## config.mk

```make
export PLATFORM = sky130hd
export DESIGN_NAME = rgb2yuv_arbiter
export DESIGN_NICKNAME = d
export VERILOG_FILES = /design/src/rtl/rgb2yuv_arbiter.sv
export SDC_FILE = /design/constraint.sdc
export NUM_CORES = 1
export LEC_CHECK = 0
export ABC_AREA = 0
export BUFFER_PORTS_ARGS = -buffer_cell sky130_fd_sc_hd__buf_2
export CAP_MARGIN = 25
export CORE_AREA = 2 2 99 101
export CTS_BUF_LIST = sky130_fd_sc_hd__clkbuf_2
export CTS_CLUSTER_SIZE = 25
export DETAILED_ROUTE_END_ITERATION = 10
export DIE_AREA = 0 0 101 103
export MAX_ROUTING_LAYER = met4
export PLACE_DENSITY = 0.75
export SYNTH_ARGS = -nofsm -noshare
export SYNTH_HDL_FRONTEND = slang
export SYNTH_SLANG_ARGS = --single-unit
```

## constraint.sdc

```tcl
create_clock -name clk -period 2.6 [get_ports clk]
set_clock_uncertainty 0.05 [all_clocks]
set_input_delay 0.26 -clock clk [delete_from_list [all_inputs] [get_ports clk]]
set_output_delay 0.26 -clock clk [all_outputs]
set_load 0.1 [all_outputs]
```

## src/rtl/rgb2yuv_arbiter.sv

```systemverilog
// rtl/rgb2yuv_arbiter.sv - round-robin arbiter/sequencer sharing one RGB-to-YUV converter
//
// Grants one pixel requester at a time (round robin from the last grant), latches its
// R/G/B onto the converter, pulses conv_start, waits for conv_done under a watchdog and
// returns Y/U/V with a one-cycle one-hot ack.
//
// Ports:
//   clk, rst_n                 clock, synchronous active-low reset
//   req                        per-requester request level
//   req_r/req_g/req_b          packed operands, requester i at [i*BITS +: BITS]
//   ack, err                   one-hot completion pulse, timeout flag (held until next ack)
//   res_y/res_u/res_v, res_id  result and requester index, held until next ack
//   busy                       high in every state except IDLE
//   conv_start                 one-cycle start pulse to the converter
//   conv_r/conv_g/conv_b       converter operands, stable from ISSUE through RESP
//   conv_done, conv_y/u/v      converter completion and results
module rgb2yuv_arbiter #(
   parameter int BITS    = 9,
   parameter int NREQ    = 4,
   parameter int TIMEOUT = 64
) (
   input  logic                    clk,
   input  logic                    rst_n,
   input  logic [NREQ-1:0]         req,
   input  logic [NREQ*BITS-1:0]    req_r,
   input  logic [NREQ*BITS-1:0]    req_g,
   input  logic [NREQ*BITS-1:0]    req_b,
   output logic [NREQ-1:0]         ack,
   output logic                    err,
   output logic [BITS-1:0]         res_y,
   output logic [BITS-1:0]         res_u,
   output logic [BITS-1:0]         res_v,
   output logic [$clog2(NREQ)-1:0] res_id,
   output logic                    busy,
   output logic                    conv_start,
   output logic [BITS-1:0]         conv_r,
   output logic [BITS-1:0]         conv_g,
   output logic [BITS-1:0]         conv_b,
   input  logic                    conv_done,
   input  logic [BITS-1:0]         conv_y,
   input  logic [BITS-1:0]         conv_u,
   input  logic [BITS-1:0]         conv_v
);

   localparam int IDW = $clog2(NREQ);
   localparam int CW  = $clog2(TIMEOUT) + 1;
   localparam logic [CW-1:0]  CNT_LAST = CW'(TIMEOUT - 1);
   localparam logic [IDW-1:0] ID_LAST  = IDW'(NREQ - 1);

   typedef enum logic [1:0] {IDLE, ISSUE, WAIT, RESP} state_t;

   state_t         state;
   logic [CW-1:0]  cnt;
   logic [IDW-1:0] last_grant;
   logic [IDW-1:0] gnt_id;
   logic [IDW-1:0] pick;
   logic [BITS-1:0] sel_r, sel_g, sel_b;

   // Round-robin pick: scan offsets from the far end down so the nearest
   // asserted index after last_grant is the one that sticks.
   always_comb begin
      pick = '0;
      for (int j = NREQ; j >= 1; j--) begin
         if (req[(int'(last_grant) + j) % NREQ]) begin
            pick = IDW'((int'(last_grant) + j) % NREQ);
         end
      end
      sel_r = req_r[int'(pick)*BITS +: BITS];
      sel_g = req_g[int'(pick)*BITS +: BITS];
      sel_b = req_b[int'(pick)*BITS +: BITS];
   end

   assign busy = (state != IDLE);

   always_ff @(posedge clk) begin
      if (!rst_n) begin
         state      <= IDLE;
         cnt        <= '0;
         last_grant <= ID_LAST;
         gnt_id     <= '0;
         ack        <= '0;
         err        <= 1'b0;
         res_y      <= '0;
         res_u      <= '0;
         res_v      <= '0;
         res_id     <= '0;
         conv_start <= 1'b0;
         conv_r     <= '0;
         conv_g     <= '0;
         conv_b     <= '0;
      end else begin
         conv_start <= 1'b0;
         ack        <= '0;
         case (state)
            IDLE: begin
               if (|req) begin
                  gnt_id     <= pick;
                  conv_r     <= sel_r;
                  conv_g     <= sel_g;
                  conv_b     <= sel_b;
                  conv_start <= 1'b1;
                  state      <= ISSUE;
               end
            end
            ISSUE: begin
               cnt   <= '0;
               state <= WAIT;
            end
            WAIT: begin
               // done is checked first so it wins over the final watchdog count
               if (conv_done) begin
                  res_y  <= conv_y;
                  res_u  <= conv_u;
                  res_v  <= conv_v;
                  err    <= 1'b0;
                  res_id <= gnt_id;
                  ack    <= NREQ'(1) << gnt_id;
                  state  <= RESP;
               end else if (cnt == CNT_LAST) begin
                  res_y  <= '0;
                  res_u  <= '0;
                  res_v  <= '0;
                  err    <= 1'b1;
                  res_id <= gnt_id;
                  ack    <= NREQ'(1) << gnt_id;
                  state  <= RESP;
               end else if (cnt != '1) begin
                  cnt <= cnt + 1'b1;
               end
            end
            RESP: begin
               last_grant <= gnt_id;
               state      <= IDLE;
            end
            default: state <= IDLE;
         endcase
      end
   end

endmodule
```

==> run_summary.xml, run 1 <==
<?xml version="1.0" encoding="UTF-8"?>
<metrics>
  <group name="outcome">
    <metric name="run_status" unit="">completed</metric>
  </group>
  <group name="layout">
    <metric name="final_area" unit="um^2">5870</metric>
    <metric name="seqCellArea" unit="um^2">1510</metric>
    <metric name="num-nets-final" unit="">838</metric>
    <metric name="areaGrowthSynthToFinish" unit="%">61.9</metric>
    <metric name="n_antenna_cell" unit="">0</metric>
    <metric name="multiInputGateArea" unit="um^2">1950</metric>
    <metric name="mostFrequentLayoutCells" unit="">buf_2, dlygate4sd3_1, dfxtp_1</metric>
    <metric name="final_core_util" unit="">0.620</metric>
    <metric name="num-fill-cells" unit="">794</metric>
    <metric name="layout-drive-gt1-share" unit="">0.363</metric>
    <metric name="mostFrequentLayoutCell" unit="">buf_2</metric>
  </group>
  <group name="setup_path">
    <metric name="timing.reg2reg.worst_path_depth" unit="">7</metric>
    <metric name="path_class" unit="">reg2reg</metric>
    <metric name="cp.arrival" unit="ns">2.82</metric>
    <metric name="path_delay_family" unit="">buffers and inverters</metric>
    <metric name="required" unit="ns">2.97</metric>
    <metric name="crit_cells" unit="">7</metric>
    <metric name="crit_path_start_kind" unit="">flip-flop</metric>
    <metric name="cpPeakStageDelay" unit="ns">0.58</metric>
    <metric name="crit_slowest_cell" unit="">dlygate4sd3_1</metric>
    <metric name="crit_path_end_kind" unit="">flip-flop</metric>
    <metric name="critical_path.max_fanout" unit="">18</metric>
    <metric name="worst-path-buf-inv" unit="">2</metric>
    <metric name="crit_path_cells" unit="">mux2_2, a22oi_2, and2_1, buf_6, mux2i_1, dlygate4sd3_1, o221ai_1</metric>
  </group>
  <group name="pwr">
    <metric name="power.density" unit="nW/um^2">947</metric>
    <metric name="leakagePower" unit="nW">2.76</metric>
    <metric name="peakVddDrop" unit="mV">0.515</metric>
    <metric name="pnr_total_power" unit="mW">5.56</metric>
  </group>
  <group name="synth">
    <metric name="synth-warning-count" unit="">0</metric>
    <metric name="synth_area_leader_cell" unit="">dfxtp_1</metric>
    <metric name="synth_top_area_share" unit="">0.414</metric>
    <metric name="synth.top_cells.by_area" unit="">dfxtp_1, mux2i_1, a22oi_1</metric>
    <metric name="synth_async_sr_flop_share" unit="">0</metric>
    <metric name="syn_area" unit="um^2">3620</metric>
    <metric name="yosys_most_used_dff" unit="">dfxtp_1</metric>
    <metric name="synth.yosys.seq_area_share" unit="">0.414</metric>
    <metric name="synth-seq-cells" unit="">75</metric>
    <metric name="ys_types" unit="">42</metric>
    <metric name="edff_count_synth" unit="">0</metric>
    <metric name="syn_avg_cell_area" unit="um^2">9.13</metric>
    <metric name="syn_inst" unit="">397</metric>
    <metric name="syn-num-nets" unit="">545</metric>
  </group>
  <group name="routing">
    <metric name="mean_number_of_vias_per_cell" unit="">5.13</metric>
    <metric name="drt_first_pass_iters" unit="">5</metric>
    <metric name="met3_wirelength" unit="um">753</metric>
    <metric name="wl_met1" unit="mm">4.60</metric>
    <metric name="route.vias.total" unit="">4154</metric>
    <metric name="highest_routed_layer" unit="">met4</metric>
    <metric name="route.final.wire_length" unit="mm">12.1</metric>
    <metric name="drt_first_iter_violations" unit="">120</metric>
    <metric name="routedWlPerCell" unit="um">14.9</metric>
    <metric name="detail_route.drc_violations" unit="">0</metric>
    <metric name="detailroute.wirelength.met2" unit="mm">6.32</metric>
    <metric name="postRouteAntennaNets" unit="">0</metric>
  </group>
  <group name="clock_network">
    <metric name="cts-buffers-inserted" unit="">9</metric>
    <metric name="worst_skew_pair.late_latency" unit="ns">0.52</metric>
    <metric name="cts_max_path_buffers" unit="">2</metric>
    <metric name="clock-root-buffer" unit="">clkbuf_2</metric>
    <metric name="cts.reportedPaths.clkPinSlew" unit="ns">0.23</metric>
    <metric name="clkSinkCount" unit="">75</metric>
    <metric name="cts_htree_levels" unit="">3</metric>
    <metric name="tritoncts_clock_tree" unit="">built</metric>
  </group>
  <group name="floorplan">
    <metric name="area_of_the_placeable_core" unit="um^2">9460</metric>
    <metric name="ios" unit="">205</metric>
    <metric name="dieHeight" unit="um">103</metric>
    <metric name="rows" unit="">36</metric>
    <metric name="die_w" unit="um">101</metric>
    <metric name="initial_core_util" unit="">0.383</metric>
    <metric name="fp.dieArea" unit="um^2">10400</metric>
  </group>
  <group name="min_path">
    <metric name="worstHoldPathType" unit="">in2reg</metric>
    <metric name="worst_hold_path.num_cells" unit="">4</metric>
  </group>
  <group name="sta">
    <metric name="finalHoldViolCount" unit="">0</metric>
    <metric name="maxSlewViolCount" unit="">0</metric>
    <metric name="final.min_clock_period" unit="ns">2.44</metric>
    <metric name="fin_setup_tns" unit="ns">0</metric>
    <metric name="timing.final.setup_violations" unit="">0</metric>
    <metric name="max_clock_freq" unit="MHz">409</metric>
    <metric name="post-route-period-util" unit="">0.940</metric>
    <metric name="rsz_0062_raised_after_global_routing" unit="">no</metric>
    <metric name="timing_worst_slew_pin_value" unit="ns">0.727</metric>
    <metric name="slew-limit-headroom" unit="">0.515</metric>
  </group>
  <group name="grt">
    <metric name="globalRouteTotalUtil" unit="">0.233</metric>
    <metric name="grt_start_max_net_pins" unit="">31</metric>
    <metric name="vias_in_the_first_global_route" unit="">4144</metric>
    <metric name="globalRoute.totalOverflow" unit="">0</metric>
    <metric name="grt_antenna_before_repair" unit="">0</metric>
    <metric name="grt_first_pass_wirelength" unit="mm">18.6</metric>
  </group>
  <group name="placement">
    <metric name="detailedPlacementHpwl" unit="mm">7.69</metric>
    <metric name="routabilityCongestion" unit="">0.776</metric>
    <metric name="place.port_buffers" unit="">204</metric>
    <metric name="placed_cell_area" unit="um^2">4730</metric>
  </group>
  <group name="run">
    <metric name="maxCapViolations" unit="">0</metric>
  </group>
</metrics>
-- logic make-up after synthesis --
group,share of synthesized area
AND/OR/NAND/NOR,0.150
multiplexers,0.111
XOR/XNOR,0.00967
flip-flops,0.414
buffers and inverters,0.0528
adder cells (fa/ha/maj),0.0207
AO/OA/AOI/OAI,0.242
-- state kept, by name, summed over array words and instances, names as in the netlist --
register and count:
ack 4, cnt 7, conv_b 9, conv_g 9
conv_r 9, conv_start 1, err 1, gnt_id 2
last_grant 2, res_id 2, res_u 9, res_v 9
res_y 9, state 2
-- per-layer routing --
metal / global-route usage / vias up
met5: - / -
met4: 0.117 / 0
met3: 0.0542 / 44
met2: 0.431 / 174
met1: 0.229 / 1908
li1: - / 2028
-- cell type report --
class	count	share of cell area
clock buffer	9	0.00768
tap	114	0.0243
sequential	75	0.257
inverter	9	0.00576
multi-input combinational	283	0.333
timing repair buffer	312	0.356
clock inverter	7	0.0171
-- Yosys cell counts, types with 2 or more instances --
cell type and count:
and2_1 3, nor4_1 2, a22oi_1 27, inv_1 9, nand2_1 37, xnor2_1 4, buf_4 3, nor2b_1 2
o21ai_0 7, a211oi_1 4, mux2i_1 38, buf_2 3, o21ai_2 10, o221ai_1 7, o21bai_1 2, nand3_1 5
nor2_1 39, buf_6 4, dfxtp_1 75, o21ai_1 4, clkbuf_1 20, a21boi_0 20, a21oi_1 4, and3_1 21
mux2_2 2, o211ai_1 21, ha_1 6, nor3_1 3, nand2b_1 2
-- tightest hold or removal path: stages --
cell and delay [ns]:
buf_2 0.07, and3_1 0.12, o21ai_0 0.07, o211ai_1 0.08
-- timing repair --
item | CTS | global route
buffers inserted | 0 | 0
setup endpoints to repair | 0 | 17
hold buffers | 98 | 0
hold endpoints to repair | 58 | 0
resized for setup | 0 | 4
-- path summary, 6_finish.rpt --
check	startpoint	end	slack (ns)
worst max-delay path	last_grant[1]$_SDFFE_PN1N_	conv_b[5]$_SDFFE_PN0P_	0.16
worst min-delay path	req_g[31]	conv_g[4]$_SDFFE_PN0P_	0.04
worst max register to register	last_grant[1]$_SDFFE_PN1N_	conv_b[5]$_SDFFE_PN0P_	0.16
worst min register to register	conv_r[4]$_SDFFE_PN0P_	conv_r[4]$_SDFFE_PN0P_	0.44
-- per-stage QoR --
step	std cells	hold slack, ns	setup WS [ns]
after floorplan	397	0.272	0.611
after global placement	694	0.394	0.509
after detailed placement	695	0.402	0.458
after CTS	809	0.000480	0.0364
after global routing	809	0.00946	0.0243
final	809	0.0437	0.156
-- power breakdown --
part / switching, mW / total [mW] / leakage (nW) / internal [mW]
Clock: 0.452 / 0.775 / 0.0752 / 0.323
Combinational: 2.42 / 3.23 / 2.07 / 0.806
Sequential: 0.155 / 1.56 / 0.612 / 1.40
Power figures use the tool's default switching activity.
==> run 2: changes to the inputs <==
Settings changed: PLACE_DENSITY 0.75 to 0.72.
==> run 2 against run 1 <==
Flip-flop and latch count is the same. Non-clock buffer count shrank 13. Final area shrank 2.7%. Combinational power is essentially flat. Clock-buffer cell count is the same. Worst setup slack lost 0.0089 ns. Routed wire length shrank 6.1%. Die area is the same. Cell count shrank 1.6%. Global-route usage shrank 1.3 points. Clock power shrank 19%. Highest routed layer unchanged.
==> run_summary.xml, run 2 (synthesis gave the netlist of run 1 again) <==
<?xml version="1.0" encoding="UTF-8"?>
<metrics>
  <group name="routing">
    <metric name="route.final.wire_length" unit="mm">11.4</metric>
    <metric name="detail_route.drc_violations" unit="">0</metric>
    <metric name="drt_first_pass_iters" unit="">5</metric>
    <metric name="routedWlPerCell" unit="um">14.3</metric>
    <metric name="mean_number_of_vias_per_cell" unit="">5.04</metric>
    <metric name="drt_first_iter_violations" unit="">124</metric>
    <metric name="postRouteAntennaNets" unit="">0</metric>
    <metric name="route.vias.total" unit="">4009</metric>
  </group>
  <group name="placement">
    <metric name="dp_worst_setup_slack" unit="ns">0.448</metric>
    <metric name="detailedPlacementHpwl" unit="mm">7.50</metric>
    <metric name="routabilityCongestion" unit="">0.869</metric>
    <metric name="place.port_buffers" unit="">204</metric>
  </group>
  <group name="floorplan">
    <metric name="fp.dieArea" unit="um^2">10400</metric>
    <metric name="area_of_the_placeable_core" unit="um^2">9460</metric>
    <metric name="rows" unit="">36</metric>
    <metric name="initial_core_util" unit="">0.383</metric>
    <metric name="die_w" unit="um">101</metric>
    <metric name="dieHeight" unit="um">103</metric>
    <metric name="ios" unit="">205</metric>
  </group>
  <group name="setup_path">
    <metric name="path_class" unit="">reg2reg</metric>
    <metric name="cp.arrival" unit="ns">2.78</metric>
    <metric name="required" unit="ns">2.93</metric>
    <metric name="worst-path-buf-inv" unit="">2</metric>
    <metric name="crit_path_end_kind" unit="">flip-flop</metric>
    <metric name="crit_path_cells" unit="">mux2_2, a22oi_2, and2_1, buf_6, mux2i_1, dlygate4sd3_1, o221ai_1</metric>
    <metric name="cpPeakStageDelay" unit="ns">0.57</metric>
    <metric name="path_delay_family" unit="">buffers and inverters</metric>
    <metric name="critical_path.max_fanout" unit="">18</metric>
    <metric name="crit_path_start_kind" unit="">flip-flop</metric>
    <metric name="crit_slowest_cell" unit="">dlygate4sd3_1</metric>
  </group>
  <group name="pwr">
    <metric name="leakagePower" unit="nW">2.69</metric>
    <metric name="peakVddDrop" unit="mV">0.835</metric>
    <metric name="pnr_total_power" unit="mW">5.38</metric>
    <metric name="power.density" unit="nW/um^2">941</metric>
  </group>
  <group name="grt">
    <metric name="globalRoute.totalOverflow" unit="">0</metric>
    <metric name="grt_first_pass_wirelength" unit="mm">17.7</metric>
    <metric name="grt_antenna_before_repair" unit="">0</metric>
    <metric name="grt_start_max_net_pins" unit="">39</metric>
    <metric name="vias_in_the_first_global_route" unit="">3902</metric>
    <metric name="globalRouteTotalUtil" unit="">0.220</metric>
  </group>
  <group name="run">
    <metric name="maxCapViolations" unit="">0</metric>
  </group>
  <group name="sta">
    <metric name="post-route-period-util" unit="">0.943</metric>
    <metric name="worst_slack" unit="ns">0.147</metric>
    <metric name="fin_setup_tns" unit="ns">0</metric>
    <metric name="finalHoldViolCount" unit="">0</metric>
    <metric name="timing.final.setup_violations" unit="">0</metric>
    <metric name="final.min_clock_period" unit="ns">2.45</metric>
    <metric name="maxSlewViolCount" unit="">0</metric>
    <metric name="rsz_0062_raised_after_global_routing" unit="">no</metric>
    <metric name="slew-limit-headroom" unit="">0.361</metric>
    <metric name="timing_worst_slew_pin_value" unit="ns">0.959</metric>
    <metric name="max_clock_freq" unit="MHz">408</metric>
  </group>
  <group name="layout">
    <metric name="layout-drive-gt1-share" unit="">0.367</metric>
    <metric name="mostFrequentLayoutCell" unit="">buf_2</metric>
    <metric name="num-fill-cells" unit="">806</metric>
    <metric name="multiInputGateArea" unit="um^2">1950</metric>
    <metric name="areaGrowthSynthToFinish" unit="%">57.6</metric>
    <metric name="seqCellArea" unit="um^2">1510</metric>
    <metric name="num-nets-final" unit="">825</metric>
    <metric name="n_antenna_cell" unit="">0</metric>
    <metric name="mostFrequentLayoutCells" unit="">buf_2, dlygate4sd3_1, dfxtp_1</metric>
  </group>
  <group name="clock_network">
    <metric name="cts-buffers-inserted" unit="">9</metric>
    <metric name="tritoncts_clock_tree" unit="">built</metric>
    <metric name="cts.reportedPaths.clkPinSlew" unit="ns">0.19</metric>
    <metric name="cts_htree_levels" unit="">3</metric>
    <metric name="clock-root-buffer" unit="">clkbuf_2</metric>
    <metric name="cts_max_path_buffers" unit="">2</metric>
    <metric name="worst_skew_pair.late_latency" unit="ns">0.50</metric>
    <metric name="clkSinkCount" unit="">75</metric>
  </group>
  <group name="outcome">
    <metric name="run_status" unit="">completed</metric>
  </group>
  <group name="min_path">
    <metric name="worstHoldPathType" unit="">in2reg</metric>
  </group>
</metrics>
==> run 2: power by group <==
group / switching, mW / internal (mW) / leakage, nW
Clock: 0.410 / 0.218 / 0.0677
Combinational: 2.40 / 0.797 / 2.02
Sequential: 0.153 / 1.40 / 0.612
==> run 2: path summary, 6_finish.rpt <==
path | start | to | slack [ns] | cells after the start
worst min register to register | conv_r[2]$_SDFFE_PN0P_ | conv_r[2]$_SDFFE_PN0P_ | 0.44 | 2
worst max-delay path | last_grant[1]$_SDFFE_PN1N_ | conv_b[5]$_SDFFE_PN0P_ | 0.15 | 7
worst min-delay path | req_b[29] | conv_b[2]$_SDFFE_PN0P_ | 0.04 | 3
worst max register to register | last_grant[1]$_SDFFE_PN1N_ | conv_b[5]$_SDFFE_PN0P_ | 0.15 | 7
==> run 2: area by class of cell <==
type                            count  share of cell area
Sequential cell                    75               0.264
Multi-Input combinational cell    283               0.342
Timing Repair Buffer              299               0.344
Clock buffer                        9             0.00789
Tap cell                          114              0.0250
Inverter                            9             0.00591
Clock inverter                      7              0.0120
==> run 2: worst min-delay path, cell delays in order <==
cell,delay (ns)
buf_2,0.08
mux2i_1,0.05
o221ai_1,0.16
==> run 2: stage by stage <==
step	cell area (um^2)	utilization	instances	hold slack, ns
after detailed placement	4710	0.498	693	0.395
after global routing	5710	0.604	796	0.0126
after global placement	4700	0.496	692	0.393
after CTS	5700	0.602	796	0.00447
after floorplan	3620	-	397	0.272
final	5710	0.604	796	0.0401
==> run 2: repair_timing <==
item | CTS | global route
endpoints found under the hold margin | 54 | 0
hold buffers | 87 | 0
setup buffers | 0 | 0
endpoints found under the setup margin | 0 | 23
gates resized for setup | 0 | 4
==> run 2: metal layers <==
metal,part of all wire,track usage
met5,0,-
met4,0.028,0.0977
met3,0.056,0.0380
met2,0.52,0.396
met1,0.39,0.239
